File: src/rtl/elevator_pkg.sv
// Shared types for the SCAN elevator controller.
// Holds the state encoding and the default timer width.
package elevator_pkg;

    typedef enum logic [1:0] {
        IDLE      = 2'b00,
        DOOR_OPEN = 2'b01,
        MOVE_UP   = 2'b10,
        MOVE_DOWN = 2'b11
    } state_t;

    localparam int CNT_W_DEF = 32;

endpackage

File: src/rtl/elevator_if.sv
// Request/status bundle between floor-select logic and the controller.
// master: drives req_valid/req_floor, reads status; slave: the controller.
interface elevator_if #(
    parameter int NUM_FLOORS = 10,
    parameter int FLOOR_W    = 4
);
    logic                  req_valid;
    logic [FLOOR_W-1:0]    req_floor;
    logic [FLOOR_W-1:0]    current_floor;
    logic [NUM_FLOORS-1:0] pending;
    logic                  dir_up;
    logic                  moving;
    logic                  door_open;
    logic                  idle;
    logic                  arrived;

    modport master (
        output req_valid, req_floor,
        input  current_floor, pending, dir_up,
        input  moving, door_open, idle, arrived
    );

    modport slave (
        input  req_valid, req_floor,
        output current_floor, pending, dir_up,
        output moving, door_open, idle, arrived
    );
endinterface

File: src/rtl/elevator_tick_timer.sv
// Down-counter shared by travel and door dwell timing.
// Ports: clk, reset, load, load_val in; done out (count is zero).
module elevator_tick_timer #(
    parameter int CNT_W = 32
) (
    input  logic             clk,
    input  logic             reset,
    input  logic             load,
    input  logic [CNT_W-1:0] load_val,
    output logic             done
);
    logic [CNT_W-1:0] count;

    always_ff @(posedge clk or posedge reset) begin
        if (reset) begin
            count <= '0;
        end else if (load) begin
            count <= load_val;
        end else if (count != '0) begin
            count <= count - CNT_W'(1);
        end
    end

    assign done = (count == '0);
endmodule

File: src/rtl/elevator_scan_controller.sv
// SCAN-scheduled elevator: latches requests, moves a floor per travel time.
// Ports: clk, reset, bus (elevator_if.slave: requests in, status out).
module elevator_scan_controller
    import elevator_pkg::*;
#(
    parameter int NUM_FLOORS   = 10,
    parameter int FLOOR_W      = 4,
    parameter int TRAVEL_TICKS = 10000000,
    parameter int DOOR_TICKS   = 20000000,
    parameter int CNT_W        = CNT_W_DEF
) (
    input logic       clk,
    input logic       reset,
    elevator_if.slave bus
);
    localparam logic [NUM_FLOORS-1:0] ONE  = NUM_FLOORS'(1);
    localparam logic [NUM_FLOORS-1:0] ALL  = '1;
    localparam logic [CNT_W-1:0]      T_LD = CNT_W'(TRAVEL_TICKS - 1);
    localparam logic [CNT_W-1:0]      D_LD = CNT_W'(DOOR_TICKS - 1);

    state_t                state, d_next;
    logic [FLOOR_W-1:0]    cur_floor, step_floor;
    logic [NUM_FLOORS-1:0] pending, pend_nx, set_mask;
    logic [NUM_FLOORS-1:0] up_mask, dn_mask, cur_mask, step_mask;
    logic                  dir_up, arrived;
    logic                  req_ok, door_hit, here, ahead, behind, stop;
    logic                  d_flip, tmr_load, tmr_done;
    logic [CNT_W-1:0]      tmr_val;

    elevator_tick_timer #(.CNT_W(CNT_W)) u_timer (
        .clk      (clk),
        .reset    (reset),
        .load     (tmr_load),
        .load_val (tmr_val),
        .done     (tmr_done)
    );

    always_comb begin
        up_mask   = ALL << cur_floor;
        up_mask   = up_mask << 1;
        dn_mask   = ~(ALL << cur_floor);
        cur_mask  = ONE << cur_floor;
        step_floor = (state == MOVE_DOWN) ? cur_floor - FLOOR_W'(1)
                                          : cur_floor + FLOOR_W'(1);
        step_mask = ONE << step_floor;

        req_ok   = bus.req_valid && (32'(bus.req_floor) < NUM_FLOORS);
        // A repeat call for the floor being served holds the door instead.
        door_hit = req_ok && (state == DOOR_OPEN)
                   && (bus.req_floor == cur_floor);
        set_mask = (req_ok && !door_hit) ? (ONE << bus.req_floor) : '0;
        pend_nx  = pending | set_mask;

        here   = |(pending & cur_mask);
        ahead  = |(pending & (dir_up ? up_mask : dn_mask));
        behind = |(pending & (dir_up ? dn_mask : up_mask));
        // Includes a request arriving on the stepping cycle itself.
        stop   = |(pend_nx & step_mask);

        d_next = IDLE;
        d_flip = 1'b0;
        if (ahead) begin
            d_next = dir_up ? MOVE_UP : MOVE_DOWN;
        end else if (behind) begin
            d_next = dir_up ? MOVE_DOWN : MOVE_UP;
            d_flip = 1'b1;
        end

        tmr_load = 1'b0;
        tmr_val  = T_LD;
        unique case (state)
            IDLE: begin
                if (here) begin
                    tmr_load = 1'b1;
                    tmr_val  = D_LD;
                end else if (d_next != IDLE) begin
                    tmr_load = 1'b1;
                end
            end
            MOVE_UP, MOVE_DOWN: begin
                if (tmr_done) begin
                    tmr_load = 1'b1;
                    if (stop) tmr_val = D_LD;
                end
            end
            DOOR_OPEN: begin
                if (door_hit) begin
                    tmr_load = 1'b1;
                    tmr_val  = D_LD;
                end else if (tmr_done && d_next != IDLE) begin
                    tmr_load = 1'b1;
                end
            end
        endcase
    end

    always_ff @(posedge clk or posedge reset) begin
        if (reset) begin
            state     <= IDLE;
            cur_floor <= '0;
            pending   <= '0;
            dir_up    <= 1'b1;
            arrived   <= 1'b0;
        end else begin
            arrived <= 1'b0;
            pending <= pend_nx;
            unique case (state)
                IDLE: begin
                    if (here) begin
                        pending <= pend_nx & ~cur_mask;
                        state   <= DOOR_OPEN;
                        arrived <= 1'b1;
                    end else if (d_next != IDLE) begin
                        state <= d_next;
                        if (d_flip) dir_up <= ~dir_up;
                    end
                end
                MOVE_UP, MOVE_DOWN: begin
                    if (tmr_done) begin
                        cur_floor <= step_floor;
                        if (stop) begin
                            pending <= pend_nx & ~step_mask;
                            state   <= DOOR_OPEN;
                            arrived <= 1'b1;
                        end
                    end
                end
                DOOR_OPEN: begin
                    if (!door_hit && tmr_done) begin
                        state <= d_next;
                        if (d_flip) dir_up <= ~dir_up;
                    end
                end
            endcase
        end
    end

    assign bus.current_floor = cur_floor;
    assign bus.pending       = pending;
    assign bus.dir_up        = dir_up;
    assign bus.moving        = (state == MOVE_UP) || (state == MOVE_DOWN);
    assign bus.door_open     = (state == DOOR_OPEN);
    assign bus.idle          = (state == IDLE);
    assign bus.arrived       = arrived;

    floor_in_range: assert property (
        @(posedge clk) disable iff (reset)
        32'(cur_floor) < NUM_FLOORS
    );
endmodule

File: src/flat_wrapper.sv
// flat-port wrapper written by rule: the top's interface ports become plain ports
module elevator_scan_controller_flat import elevator_pkg::*;
#(
    parameter int NUM_FLOORS   = 10,
    parameter int FLOOR_W      = 4,
    parameter int TRAVEL_TICKS = 10000000,
    parameter int DOOR_TICKS   = 20000000,
    parameter int CNT_W        = CNT_W_DEF
)
  (clk, reset, bus_req_valid, bus_req_floor, bus_current_floor, bus_pending, bus_dir_up, bus_moving, bus_door_open, bus_idle, bus_arrived);
  elevator_if #(.NUM_FLOORS(NUM_FLOORS), .FLOOR_W(FLOOR_W)) bus_i ();
  input logic clk;
  input logic reset;
  input wire logic [$bits(bus_i.req_valid)-1:0] bus_req_valid;
  input wire logic [$bits(bus_i.req_floor)-1:0] bus_req_floor;
  output wire logic [$bits(bus_i.current_floor)-1:0] bus_current_floor;
  output wire logic [$bits(bus_i.pending)-1:0] bus_pending;
  output wire logic [$bits(bus_i.dir_up)-1:0] bus_dir_up;
  output wire logic [$bits(bus_i.moving)-1:0] bus_moving;
  output wire logic [$bits(bus_i.door_open)-1:0] bus_door_open;
  output wire logic [$bits(bus_i.idle)-1:0] bus_idle;
  output wire logic [$bits(bus_i.arrived)-1:0] bus_arrived;
  assign bus_i.req_valid = bus_req_valid;
  assign bus_i.req_floor = bus_req_floor;
  assign bus_current_floor = bus_i.current_floor;
  assign bus_pending = bus_i.pending;
  assign bus_dir_up = bus_i.dir_up;
  assign bus_moving = bus_i.moving;
  assign bus_door_open = bus_i.door_open;
  assign bus_idle = bus_i.idle;
  assign bus_arrived = bus_i.arrived;
  elevator_scan_controller #(.NUM_FLOORS(NUM_FLOORS), .FLOOR_W(FLOOR_W), .TRAVEL_TICKS(TRAVEL_TICKS), .DOOR_TICKS(DOOR_TICKS), .CNT_W(CNT_W)) u_core (.clk(clk), .reset(reset), .bus(bus_i));
endmodule
File: config.mk
export PLATFORM = sky130hd
export DESIGN_NAME = elevator_scan_controller_flat
export DESIGN_NICKNAME = d
export VERILOG_FILES = /design/src/rtl/elevator_pkg.sv /design/src/rtl/elevator_if.sv /design/src/rtl/elevator_tick_timer.sv /design/src/rtl/elevator_scan_controller.sv /design/src/flat_wrapper.sv
export SDC_FILE = /design/constraint.sdc
export NUM_CORES = 1
export LEC_CHECK = 0
export BUFFER_PORTS_ARGS = -buffer_cell sky130_fd_sc_hd__buf_2
export CAP_MARGIN = 20
export CORE_MARGIN = 2
export CORE_UTILIZATION = 65
export DETAILED_ROUTE_END_ITERATION = 10
export GPL_ROUTABILITY_DRIVEN = 0
export HOLD_SLACK_MARGIN = 0.08
export PLACE_DENSITY = 0.9
export SYNTH_ARGS = -nofsm -noshare
export SYNTH_HDL_FRONTEND = slang
export SYNTH_HIERARCHICAL = 1
export SYNTH_SLANG_ARGS = --single-unit
export TNS_END_PERCENT = 1
File: constraint.sdc
create_clock -name clk -period 7.7 [get_ports clk]
set_input_delay 1.54 -clock clk [delete_from_list [all_inputs] [get_ports clk]]
set_output_delay 1.54 -clock clk [all_outputs]
set_load 0.03 [all_outputs]
=== Yosys cells after proc, flatten, opt, wreduce, memory -nomap -nowiden ===
Index checks and enable logic that the tools add are counted.

* Add/sub/neg operators: 3
* $lt $le $gt $ge: 1
* Equality and inequality tests: 10
* Shifts and indexed selects: 4
* Multiplexer cells: 42
* Bitwise logic cells: 11
* Reductions and logical operators: 22

{| class="wikitable"
|+ Operators by type and width
! cell !! count
|-
| 2-to-1 mux 32 bit || 3
|-
| one-hot mux 32 bit (3 select lines) || 1
|-
| 2-to-1 mux 25 bit || 3
|-
| AND 10 bit || 6
|-
| 2-to-1 mux 10 bit || 6
|-
| OR reduction 10 bit || 4
|-
| logical NOT 32 bit || 1
|-
| nonzero test 32 bit || 1
|-
| subtractor 32 x 1 -> 32 bit, second input constant || 1
|-
| NOT 10 bit || 3
|-
| left shift 1 x 4 -> 10 bit, first input constant || 3
|-
| one-hot mux 10 bit (2 select lines) || 1
|-
| 2-to-1 mux 1 bit || 16
|-
| 2-to-1 mux 2 bit || 7
|-
| OR 10 bit || 1
|-
| left shift 10 x 4 -> 10 bit, first input constant || 1
|-
| inequality test 2 x 1 -> 1 bit, second input constant || 4
|-
| AND reduction 4 bit || 2
|-
| logical AND 1 bit || 6
|-
| one-hot mux 2 bit (3 select lines) || 1
|-
| nonzero test 2 bit || 3
|-
| adder 4 x 1 -> 4 bit, second input constant || 1
|-
| equality test 2 bit, second input constant || 2
|-
| equality test 4 bit || 1
|-
| 14 further kinds || 15
|}

* Flip-flop bits (word level): 50
* Input port bits: 7
* Logic and storage cells: 99

=== Logic depth before layout (Yosys ltp) ===
* Depth after elaboration: 14
* Mapped depth: 16

=== Hierarchy ===
Netlist, hierarchy kept.

{| class="wikitable"
|+ By module, submodules not included
! module !! times used !! cells an instance !! area an instance (um^2) !! sequential area each (um^2)
|-
| elevator_scan_controller || 1 || 284 || 2180.8 || 451.7
|-
| elevator_tick_timer || 1 || 207 || 2013.2 || 800.8
|}

=== Worst setup path after synthesis ===
Ideal clock, no wire load.

* Path kind: input -> register
* Start: input port bus_req_floor[2]
* End: register u_core.u_timer.count[19]
* Setup time: 0.065 ns
* Data arrival time: 3.527 ns
* Data required time: 7.635 ns
* Path slack: 4.108 ns
* Cell stages on the path: 11
* Buffers on the path: 2
* Cell sequence: buf_2 > xnor2_1 > a41oi_2 > a31oi_1 > o32a_1 > and4_4 > a31oi_4 > buf_6 > nor2_1 > nand2b_1 > o211a_1

* Word-level cells in the longest chain between the ends: 14
* Elaborated cells on any way between the ends: 20

{| class="wikitable"
|+ RTL lines
! item !! RTL line !! text
|-
| start: declaration || flat_wrapper.sv:15 || <nowiki>input wire logic [$bits(bus_i.req_floor)-1:0] bus_req_floor;</nowiki>
|-
| less-than comparator 4 bit || elevator_scan_controller.sv:47 || <nowiki>req_ok = bus.req_valid && (32'(bus.req_floor) < NUM_FLOORS);</nowiki>
|-
| logical AND 1 bit || elevator_scan_controller.sv:47 ||
|-
| logical AND 1 bit || elevator_scan_controller.sv:49 || <nowiki>door_hit = req_ok && (state == DOOR_OPEN)</nowiki>
|-
| logical AND 1 bit || elevator_scan_controller.sv:50 || <nowiki>&& (bus.req_floor == cur_floor);</nowiki>
|-
| logical NOT 1 bit || elevator_scan_controller.sv:51 || <nowiki>set_mask = (req_ok && !door_hit) ? (ONE << bus.req_floor) : '0;</nowiki>
|-
| logical AND 1 bit || elevator_scan_controller.sv:51 ||
|-
| 2-to-1 mux 10 bit || elevator_scan_controller.sv:51 ||
|-
| OR 10 bit || elevator_scan_controller.sv:52 || <nowiki>pend_nx = pending | set_mask;</nowiki>
|-
| AND 10 bit || elevator_scan_controller.sv:58 || <nowiki>stop = |(pend_nx & step_mask);</nowiki>
|-
| OR reduction 10 bit || elevator_scan_controller.sv:58 ||
|-
| 2-to-1 mux 25 bit || elevator_scan_controller.sv:83 || <nowiki>if (stop) tmr_val = D_LD;</nowiki>
|-
| 2-to-1 mux 32 bit || elevator_scan_controller.sv:81 || <nowiki>if (tmr_done) begin</nowiki>
|-
| one-hot mux 32 bit (3 select lines) || elevator_scan_controller.sv:71 || <nowiki>unique case (state)</nowiki>
|-
| 2-to-1 mux 32 bit || elevator_tick_timer.sv:17 || <nowiki>end else if (load) begin</nowiki>
|-
| end signal: assignment || elevator_tick_timer.sv:18 || <nowiki>count <= load_val;</nowiki>
|-
| end signal: assignment || elevator_tick_timer.sv:20 || <nowiki>count <= count - CNT_W'(1);</nowiki>
|-
| end: declaration || elevator_tick_timer.sv:12 || <nowiki>logic [CNT_W-1:0] count;</nowiki>
|}

Several ways; a longest one is shown, not always the timed one.
A chain may end at the register's enable or synchronous reset.

=== Worst setup path in the final report ===
* Start: register u_core.state[1]
* End: register u_core.u_timer.count[11]

* Word-level cells in the longest chain between the ends: 13
* Elaborated cells on any way between the ends: 23

{| class="wikitable"
|+ RTL lines
! item !! RTL line !! text
|-
| start: declaration || elevator_scan_controller.sv:21 || <nowiki>state_t state, d_next;</nowiki>
|-
| start signal: assignment || elevator_scan_controller.sv:114 || <nowiki>state <= d_next;</nowiki>
|-
| start signal: assignment || elevator_scan_controller.sv:130 || <nowiki>state <= d_next;</nowiki>
|-
| equality test 2 x 1 -> 1 bit || elevator_scan_controller.sv:49, elevator_scan_controller.sv:71 ||
|-
| logical AND 1 bit || elevator_scan_controller.sv:49 ||
|-
| logical AND 1 bit || elevator_scan_controller.sv:50 ||
|-
| logical NOT 1 bit || elevator_scan_controller.sv:51 ||
|-
| logical AND 1 bit || elevator_scan_controller.sv:51 ||
|-
| 2-to-1 mux 10 bit || elevator_scan_controller.sv:51 ||
|-
| OR 10 bit || elevator_scan_controller.sv:52 ||
|-
| AND 10 bit || elevator_scan_controller.sv:58 ||
|-
| OR reduction 10 bit || elevator_scan_controller.sv:58 ||
|-
| 2-to-1 mux 25 bit || elevator_scan_controller.sv:83 ||
|-
| 2-to-1 mux 32 bit || elevator_scan_controller.sv:81 ||
|-
| one-hot mux 32 bit (3 select lines) (*) || elevator_scan_controller.sv:71 ||
|-
| via u_core.tmr_val[11] || elevator_scan_controller.sv:28 || <nowiki>logic [CNT_W-1:0] tmr_val;</nowiki>
|-
| 2-to-1 mux 32 bit (*) || elevator_tick_timer.sv:17 ||
|}

The timed path passes the listed nets; every way through them passes the cells marked *.

==> results.toml <==
[logic_synthesis]
yosysMostFrequentCell = "dfrtp_1"
syn_inst = 491
ys_ff_latch = 50
synthTopCellsByArea = "dfrtp_1, a21oi_1, xnor2_1"
synth-main-ff-cell = "dfrtp_1"
postSynthAreaPerCell_sq_um = 8.54
syn_area_sq_mm = 0.00419
synth_edf_count = 0
async_flop_share = 1.00
synth_warnings = 6
yosysTopAreaCell = "dfrtp_1"
netlist_top_cells_count = "dfrtp_1, a21oi_1, nand2_1"
synth_top_cell_area_share = 0.292
synth_cell_types = 88
ys_seq_area_frac = 0.299

[timing]
skew_ns = 0.00882
max_freq_mhz = 239
slew_headroom = 0.386
setup_viol_count_final = 0
drv_slew = 0
period_share = 0.542
worstMarginPinSlew_ns = 0.921
rsz0062_at_grt = "false"
setup_tns_ns = 0
layout_min_cycle_time_ns = 4.18
final-hold-violation-count = 0

[detailed_routing]
firstDrtPassIters = 5
drt_wl_total_mm = 11.1
drc = 0
vias = 4052
avgRoutedWirePerCell_um = 18.8
vias_per_cell = 6.88
ant_nets = 0
drt_iter0_drc = 505

[cts]
postCtsSetupRepairBufs = 0
clk_pin_slew_ns = 0.10
clock_sinks = 50
ctsHoldBuffers = 0
h-tree-depth = 2
clk_latency_ns = 0.31
clockRootBuffer = "clkbuf_8"
cts_buffer_depth = 2
cts_tree = "yes"
cts-resized-gates = 0
cts_buffers = 5

[layout]
drive_above_1_share = 0.162
stdcell_count = 589
nFillCells = 482
antennaDiodeCount = 0
synthToLayoutAreaGrowth_pct = 5.97
layout.nets = 526

[placed_design]
dpl.cell_count = 581
port_buffers = 25
dp_hpwl_mm = 7.57

[status]
outcome = "completed"

[floorplanning]
dieHeight_um = 84.3
initial_core_util = 0.668
io_pins = 26
row_count = 29
coreArea_sq_mm = 0.00628
fp.dieW_um = 84.3
dieArea_sq_mm = 0.00711

[setup_path]
path_max_fanout = 25
end_kind = "flip-flop"
startpoint_type = "flip-flop"
worstPathArrival_ns = 4.41
crit_type = "reg2reg"
required_ns = 7.94

[grt]
grt_max_degree = 42
track_usage = 0.320
grt_pass1_vias = 3820
antenna_found_initial = 0
grt_pass1_wl_mm = 18.5
grt_overflow = 0

[power]
p_per_area_mw_per_mm2 = 160
ir_drop_mv = 0.111
p_leak_nw = 1.67

[job]
maxCapViolCount = 0

[worst_hold_path]
hp-class = "reg2reg"
[critical path: stages, from the launching register on]
cell	delay [ns]
dfrtp_1	0.92
nand2_1	0.22
inv_1	0.14
ha_1	0.29
a21oi_1	0.39
a211oi_2	0.19
nor4_1	0.59
a32oi_1	0.14
and4_4	0.23
a31oi_4	0.41
or2_1	0.34
o21ai_2	0.09
a21oi_1	0.14
[power by group]
group          internal (mW)  switching [mW]
logic                 0.0677          0.0845
clock network         0.0991          0.0958
registers              0.300          0.0633
[cell type report]
type,instances,area (sq um),area share
Inverter,22,82.6,0.0186
Clock inverter,3,48.8,0.0110
Timing Repair Buffer,30,163,0.0366
Tap cell,77,96.3,0.0217
Clock buffer,5,68.8,0.0155
Multi-Input combinational cell,402,2730,0.615
Sequential cell,50,1250,0.282
[worst paths after layout]
| check | from | to | slack (ns) | cells past startpoint |
|---|---|---|---|---|
| max | u_core/state[1] | u_core/u_timer/count[11] | 3.52 | 12 |
| min | u_core/bus.dir_up | u_core/bus.dir_up | 0.62 | 1 |
| max reg2reg | u_core/state[1] | u_core/u_timer/count[11] | 3.52 | 12 |
| min reg2reg | u_core/bus.dir_up | u_core/bus.dir_up | 0.62 | 1 |
| max in group asynchronous | reset | u_core/state[1] | 5.89 | 2 |
| min in group asynchronous | reset | u_core/u_timer/count[15] | 1.30 | 3 |
[cells in the final DEF, fill, tap and decap left out, types with 5 or more instances in the layout]
| cell | netlist | routed |
|---|---|---|
| a21oi_1 | 40 | 40 |
| a21oi_2 | 6 | 6 |
| a31oi_1 | 7 | 7 |
| buf_2 | 13 | 25 |
| buf_4 | 4 | 5 |
| clkbuf_8 | 0 | 5 |
| conb_1 | 2 | 21 |
| dfrtp_1 | 49 | 49 |
| ha_1 | 7 | 7 |
| inv_1 | 22 | 22 |
| mux2i_1 | 6 | 6 |
| nand2_1 | 35 | 35 |
| nand3_1 | 14 | 14 |
| nand3b_1 | 6 | 6 |
| nand4_1 | 5 | 5 |
| nor2_1 | 29 | 29 |
| nor2b_1 | 5 | 5 |
| nor3_1 | 19 | 19 |
| nor4_2 | 5 | 5 |
| o211ai_1 | 7 | 7 |
| o21ai_0 | 27 | 27 |
| o21ai_1 | 14 | 14 |
| o21ai_2 | 7 | 7 |
| o31ai_1 | 8 | 8 |
| xnor2_1 | 22 | 22 |
| xor2_1 | 12 | 12 |
[per-stage QoR]
step	util	hold slack [ns]	cell area [sq um]	setup slack, ns	power, mW
final	0.708	0.619	4440	3.52	0.710
after global routing	0.708	0.647	4440	3.31	0.746
after CTS	0.708	0.624	4440	3.70	0.709
after detailed placement	0.689	0.605	4330	3.63	0.515
after global placement	0.689	0.593	4330	3.82	0.506
after floorplan	-	0.567	4270	4.11	0.471
[layer usage]
metal | part of all wire | up-vias | track usage
met5 | 0 | - | 0
met4 | 0.026 | 0 | 0.129
met3 | 0.092 | 45 | 0.0531
met2 | 0.46 | 252 | 0.475
met1 | 0.42 | 1921 | 0.466
li1 | - | 1834 | -
[state kept, by name, indices dropped and copies added, names as in the netlist]
register,cells
u_core/u_timer/count,32
u_core/bus.pending,10
u_core/bus.current_floor,4
u_core/state,2
u_core/bus.arrived,1
u_core/bus.dir_up,1
[cells by family after synthesis]
kind of cell,after synthesis,share of synthesized area
other,2,0.00179
buffers and inverters,58,0.0668
xor gates and xnor gates,35,0.0749
muxes,8,0.0206
DFF,50,0.299
AOI/OAI and AO/OA,168,0.278
and+or+nand+nor,162,0.234
adders and majority gates,8,0.0257
(Power assumes the default switching activity.)
